$ cat src/rtl/shift_sequencer.sv
// shift_sequencer: bit-serial shifter, one bit position per clock.
// Start/busy/done handshake with registered result and C/N/V flags.
module shift_sequencer #(
   parameter int bits = 4
) (
   input  logic            clk,
   input  logic            rst,
   input  logic            start,
   input  logic            dir,
   input  logic            fill,
   input  logic [bits-1:0] inA,
   input  logic [bits-1:0] inB,
   output logic            busy,
   output logic            done,
   output logic [bits-1:0] out,
   output logic            C,
   output logic            N,
   output logic            V
);

   localparam int CW = $clog2(bits + 2);
   localparam logic [CW-1:0] KMAX = CW'(bits + 1);

   typedef enum logic [1:0] {
      IDLE,
      SHIFT,
      DONE
   } state_t;

   state_t          state_q;
   logic [CW-1:0]   cnt_q;
   logic [CW-1:0]   k_d;
   logic [bits-1:0] work_q;
   logic [bits-1:0] work_d;
   logic            carry_q;
   logic            carry_d;
   logic            dir_q;
   logic            fill_q;
   logic            busy_q;
   logic            done_q;
   logic [bits-1:0] out_q;
   logic            c_q;
   logic            n_q;

   // Capped step count: any amount above bits+1 gives the same result.
   always_comb begin
      k_d = CW'(inB);
      if (32'(inB) > 32'(bits + 1)) begin
         k_d = KMAX;
      end
   end

   // One shift step of the working register and carry.
   always_comb begin
      work_d  = work_q;
      carry_d = carry_q;
      if (dir_q) begin
         carry_d = work_q[0];
         work_d  = {fill_q, work_q[bits-1:1]};
      end else begin
         carry_d = work_q[bits-1];
         work_d  = {work_q[bits-2:0], fill_q};
      end
   end

   // Sequencer FSM with registered handshake and result outputs.
   always_ff @(posedge clk) begin
      if (rst) begin
         state_q <= IDLE;
         cnt_q   <= '0;
         work_q  <= '0;
         carry_q <= 1'b0;
         dir_q   <= 1'b0;
         fill_q  <= 1'b0;
         busy_q  <= 1'b0;
         done_q  <= 1'b0;
         out_q   <= '0;
         c_q     <= 1'b0;
         n_q     <= 1'b0;
      end else begin
         done_q <= 1'b0;
         unique case (state_q)
            IDLE: begin
               if (start) begin
                  work_q  <= inA;
                  dir_q   <= dir;
                  fill_q  <= fill;
                  carry_q <= 1'b0;
                  cnt_q   <= k_d;
                  busy_q  <= 1'b1;
                  if (k_d == '0) begin
                     state_q <= DONE;
                     done_q  <= 1'b1;
                     out_q   <= inA;
                     c_q     <= 1'b0;
                     n_q     <= inA[bits-1];
                  end else begin
                     state_q <= SHIFT;
                  end
               end
            end
            SHIFT: begin
               work_q  <= work_d;
               carry_q <= carry_d;
               cnt_q   <= cnt_q - CW'(1);
               if (cnt_q == CW'(1)) begin
                  state_q <= DONE;
                  done_q  <= 1'b1;
                  out_q   <= work_d;
                  c_q     <= carry_d;
                  n_q     <= work_d[bits-1];
               end
            end
            DONE: begin
               state_q <= IDLE;
               busy_q  <= 1'b0;
            end
            default: begin
               state_q <= IDLE;
               busy_q  <= 1'b0;
            end
         endcase
      end
   end

   assign busy = busy_q;
   assign done = done_q;
   assign out  = out_q;
   assign C    = c_q;
   assign N    = n_q;
   assign V    = 1'b0;

endmodule

$ cat config.mk
export PLATFORM = sky130hd
export DESIGN_NAME = shift_sequencer
export DESIGN_NICKNAME = d
export VERILOG_FILES = /design/src/rtl/shift_sequencer.sv
export SDC_FILE = /design/constraint.sdc
export NUM_CORES = 1
export LEC_CHECK = 0
export CAP_MARGIN = 5
export CELL_PAD_IN_SITES_DETAIL_PLACEMENT = 1
export CELL_PAD_IN_SITES_GLOBAL_PLACEMENT = 1
export CORE_MARGIN = 2
export CORE_UTILIZATION = 39
export CTS_BUF_LIST = sky130_fd_sc_hd__clkbuf_2 sky130_fd_sc_hd__clkbuf_4 sky130_fd_sc_hd__clkbuf_8
export DETAILED_ROUTE_END_ITERATION = 16
export GPL_ROUTABILITY_DRIVEN = 0
export GPL_TIMING_DRIVEN = 0
export PLACE_DENSITY = 0.91
export SYNTH_ARGS = -nofsm -noshare
export SYNTH_HDL_FRONTEND = slang
export SYNTH_SLANG_ARGS = --single-unit
$ cat constraint.sdc
create_clock -name clk -period 4.2 [get_ports clk]
set_clock_uncertainty 0.2 [all_clocks]
set_input_delay 0.63 -clock clk [delete_from_list [all_inputs] [get_ports clk]]
set_output_delay 0.63 -clock clk [all_outputs]
set_load 0.05 [all_outputs]
Word level (Yosys, flattened, before mapping). Index checks and enable logic that the tools add are counted. Widths: inputs -> output; s select.

Eq/ne operators: 5. Reduce and logical (&&, ||, !) cells: 8. Bitwise operators: 1. Muxes and demuxes: 29. $add $sub $neg: 1. Magnitude comparators: 1.

Operators with widths (number): $mux 4 (5); $pmux 4 s2 (2); $mux 1 (11); $pmux 1 s2 (4); $reduce_and 2->1 (4); $mux 2 (3); $mux 3 (2); $ne 2x2->1 const B (3); $pmux 3 s2 (1); $gt 4x3->1 const B (1); $pmux 2 s2 (1); $reduce_and 4->1 (1); $eq 3x1->1 const B (1); $logic_not 3->1 (1); $sub 3x1->3 const B (1); $eq 2x1->1 const B (1); $logic_not 2->1 (1); $reduce_bool 2->1 (1); $not 1->1 (1).

Bits of input ports: 13. Output and inout port bits: 9. Register bits: 19. Logic and storage cells: 55.

Depth between registers and ports, before layout.
Depth in word-level cells: 6. Depth in mapped cells: 7. Gate-level depth less buffers: 6.

Least setup slack after synthesis. No wires, ideal clock.

Path type: input-to-reg. Start point: input port inB[2]. End point: register out_q[3], in the netlist out[3]. Setup slack: 2.377 ns. Arrival: 1.491 ns. Stages: 5. Data required time: 3.868 ns. Path buffers: 1. Setup time: 0.132 ns. Cells stage by stage: nor4_1 o2bb2a_1 clkbuf_2 nand2_1 a21oi_1.

Longest elaborated chain between the ends: 5.

Ends and longest elaborated chain: from (decl) (line 12) `input logic [bits-1:0] inB,`; $gt 4x3->1 (line 48) `if (32'(inB) > 32'(bits + 1)) begin`; $mux 3 * (line 48); $logic_not 3->1 * (line 91) `if (k_d == '0) begin`; $ne 2x2->1 (no source line) *; $reduce_and 4->1 (no source line) *; to (signal assigned) (line 94) `out_q <= inA;`; to (signal assigned) (line 109) `out_q <= work_d;`; to (decl) (line 41) `logic [bits-1:0] out_q;`.

Every way passes the cells marked *; elsewhere a longest branch is shown, timed or not. A chain may end at the register's enable or synchronous reset.

Final worst setup path.
Start point: register out_q[3], in the netlist out[3]. End point: output port out[3].

RTL lines: to (decl) (line 15) `output logic [bits-1:0] out,`.

No word-level cell between the ends.

==> results.toml <==
[place]
post-place-cells = 153
placed_area_mm2 = 0.00111
port_buffers = 20
hpwl_mm = 1.82

[critical_path]
r2r-start = "state_q[1]$_SDFFE_PP0P_"
cp-start-kind = "register"
path_max_fanout = 3
crit_required_ns = 3.37
cp.depth = 2
rrSetupSlack_ns = 2.48
cp_cell_sequence = "buf_4, clkdlybuf4s50_1"
reg2reg_to = "C$_SDFFE_PP0P_"
worstRegToRegCells = 5
end_kind = "primary output"
critical_path.top_delay_family = "buffers and inverters"
max_stage_delay_ns = 0.78
critical_path_buf_inv_count = 2
cp.arrival_ns = 1.56
critical_path_class = "register to primary output"
crit_path_end = "out[3]"
cp_slowest_cell = "clkdlybuf4s50_1"
timing.critical_path.from = "out[3]$_SDFFE_PP0P_"

[floorplan]
initial_utilization_pct = 40.5
io_pins = 22
dieArea_mm2 = 0.00265
die_h_um = 51.5
rows = 17
die_width_um = 51.5
core_mm2 = 0.00217

[sta]
finalHoldViolCount = 0
rsz0062_at_grt = "false"
setup_viol_count_final = 0
fin_hold_ws_ns = 0.265
slew_headroom_pct = 45.9
fin_crit_ns = 2.39
tightest_slew_ns = 0.802
final_max_slew_viol_count = 0
finalCritPeriodShare_pct = 56.9
fmax_mhz = 419
fin_tns_setup_ns = 0

[clock_tree]
clock_path_buffers = 2
clkTransAtPathRegs_ns = 0.10
worstSkewPairLatency_ns = 0.29
cts.sinks = 18
cts_tree = "done"
cts_buffers = 3
ctsResizeCount = 0
cts_root_buffer = "clkbuf_4"
cts-hold-fix-buffers = 0
cts_max_level = 1
post_cts_buffers = 0

[cells_and_area]
final_cells = 157
antenna_cells = 0
regArea_um2 = 360
n_fill_cell = 273
area_delta_synth_final_pct = 30.9
final_nets = 145
multi_input_area_um2 = 470
drive_gt1_share_pct = 8.53
fin_area_mm2 = 0.00115

[yosys]
yosys_warnings = 0
ys_ff_latch = 18
ys_types = 29
syn_area_um2 = 878
seq_area_frac_synth_pct = 41.0
synthCells = 105
synth_fp_nets = 120
avgSynthCellArea_um2 = 8.37

[detailed_routing]
via_per_inst = 5.23
drtAntennaViolNets = 0
drtIter0Drc = 16
drc = 0
wirelength_mm = 2.31
wl_per_cell_um = 14.7
dr_total_vias = 821
first_pass_iters = 4

[hold_path]
hp-class = "register to register"

[power]
p_leak_uw = 0.000410
p_per_area_mw_per_mm2 = 356
ir_drop_uv = 236

[global_route]
antenna_found_initial = 0
grt_overflow = 0
grt_usage_pct = 20.3
grt_pass1_wl_mm = 3.91
grt_max_degree = 11
grt_pass1_vias = 858

[job]
maxCapViolCount = 0

[run_status]
status = "complete, no violations"
## logic make-up after synthesis
group	synth area share, %
adder cells (fa/ha/maj)	2.85
AO/OA/AOI/OAI	21.2
multiplexers	8.12
flip-flops	41.0
buffers and inverters	5.41
AND/OR/NAND/NOR	20.9
other	0.427
## stage by stage
step	setup slack (ns)	utilization [%]	total power, uW
final	1.81	53.0	410
after global routing	1.74	53.0	433
after CTS	1.81	53.0	413
after detailed placement	1.67	51.3	307
after global placement	1.75	51.3	300
after floorplan	2.38	-	268
## worst min-delay path by stage
stage	startpoint	endpoint	slack, ns	cells after the start
3_3_place_gp	out[0]$_SDFFE_PP0P_	out[0]$_SDFFE_PP0P_	0.24	2
2_1_floorplan	cnt_q[1]$_SDFFE_PP0P_	cnt_q[1]$_SDFFE_PP0P_	0.24	2
3_5_place_dp	out[1]$_SDFFE_PP0P_	out[1]$_SDFFE_PP0P_	0.25	2
4_1_cts	cnt_q[1]$_SDFFE_PP0P_	cnt_q[1]$_SDFFE_PP0P_	0.27	2
6_report	cnt_q[1]$_SDFFE_PP0P_	cnt_q[1]$_SDFFE_PP0P_	0.27	2
5_1_grt	out[1]$_SDFFE_PP0P_	out[1]$_SDFFE_PP0P_	0.30	2
## power breakdown
group          total [uW]  internal (uW)  switching [uW]
logic                 107           44.5            62.3
registers             197            185            11.7
clock network         106           52.8            53.4
total                 410            282             127
## per-layer routing
layer | global-route usage (%) | share of wire (%)
met1 | 23.6 | 44
met2 | 35.0 | 52
met3 | 4.09 | 3.2
met4 | 10.1 | 1.2
met5 | 0 | 0
## cell usage in the layout, fill, tap and decap left out, types with 2 or more instances in the layout
cell type | Yosys | layout
a21oi_1 | 13 | 13
nor3_1 | 2 | 2
nor2_1 | 11 | 11
nand2b_1 | 3 | 3
inv_1 | 3 | 3
nand3_1 | 3 | 3
clkbuf_1 | 2 | 2
clkdlybuf4s50_1 | 0 | 20
clkbuf_4 | 0 | 3
ha_1 | 2 | 2
o211ai_1 | 8 | 8
dfxtp_1 | 18 | 18
mux2i_1 | 6 | 6
buf_4 | 2 | 2
nand2_1 | 16 | 16
## sequential cells by signal, indices dropped and copies added (netlist names)
signal	flops
busy	1
work_q	4
done	1
C	1
cnt_q	3
state_q	2
fill_q	1
out	4
dir_q	1
## area by class of cell
class                      count  area share, %
sequential                    18           31.3
inverter                       3          0.979
timing repair buffer          20           17.4
buffer                         7           3.16
tap                           28           3.05
clock buffer                   4           3.16
multi-input combinational     77           40.9
## cells in the mapped netlist
cell type | instances | share of area, %
a211o_1 | 1 | 1.0
and2b_1 | 1 | 0.86
nand2_1 | 16 | 6.8
clkbuf_1 | 2 | 0.86
nand2b_1 | 3 | 2.1
a22oi_1 | 1 | 0.86
conb_1 | 1 | 0.43
mux2i_1 | 6 | 6.8
buf_1 | 1 | 0.43
nand3_1 | 3 | 1.7
nor4_1 | 1 | 0.71
o311ai_1 | 1 | 1.0
nor3b_4 | 1 | 2.1
nor2_1 | 11 | 4.7
o2bb2a_1 | 1 | 1.1
dfxtp_1 | 18 | 41
o21ai_0 | 1 | 0.57
a21oi_1 | 13 | 7.4
mux2_2 | 1 | 1.3
a31oi_1 | 1 | 0.71
ha_1 | 2 | 2.8
clkbuf_2 | 1 | 0.57
o2bb2ai_2 | 1 | 1.7
or3_1 | 1 | 0.71
o211ai_1 | 8 | 6.8
nor3_1 | 2 | 1.1
buf_4 | 2 | 1.7
inv_1 | 3 | 1.3
buf_2 | 1 | 0.57
## worst min-delay path, stage by stage (launching register included)
cell	delay, ns
dfxtp_1	0.32
nand2_1	0.05
a21oi_1	0.05
Note: power is estimated with default switching activity, not from simulation.
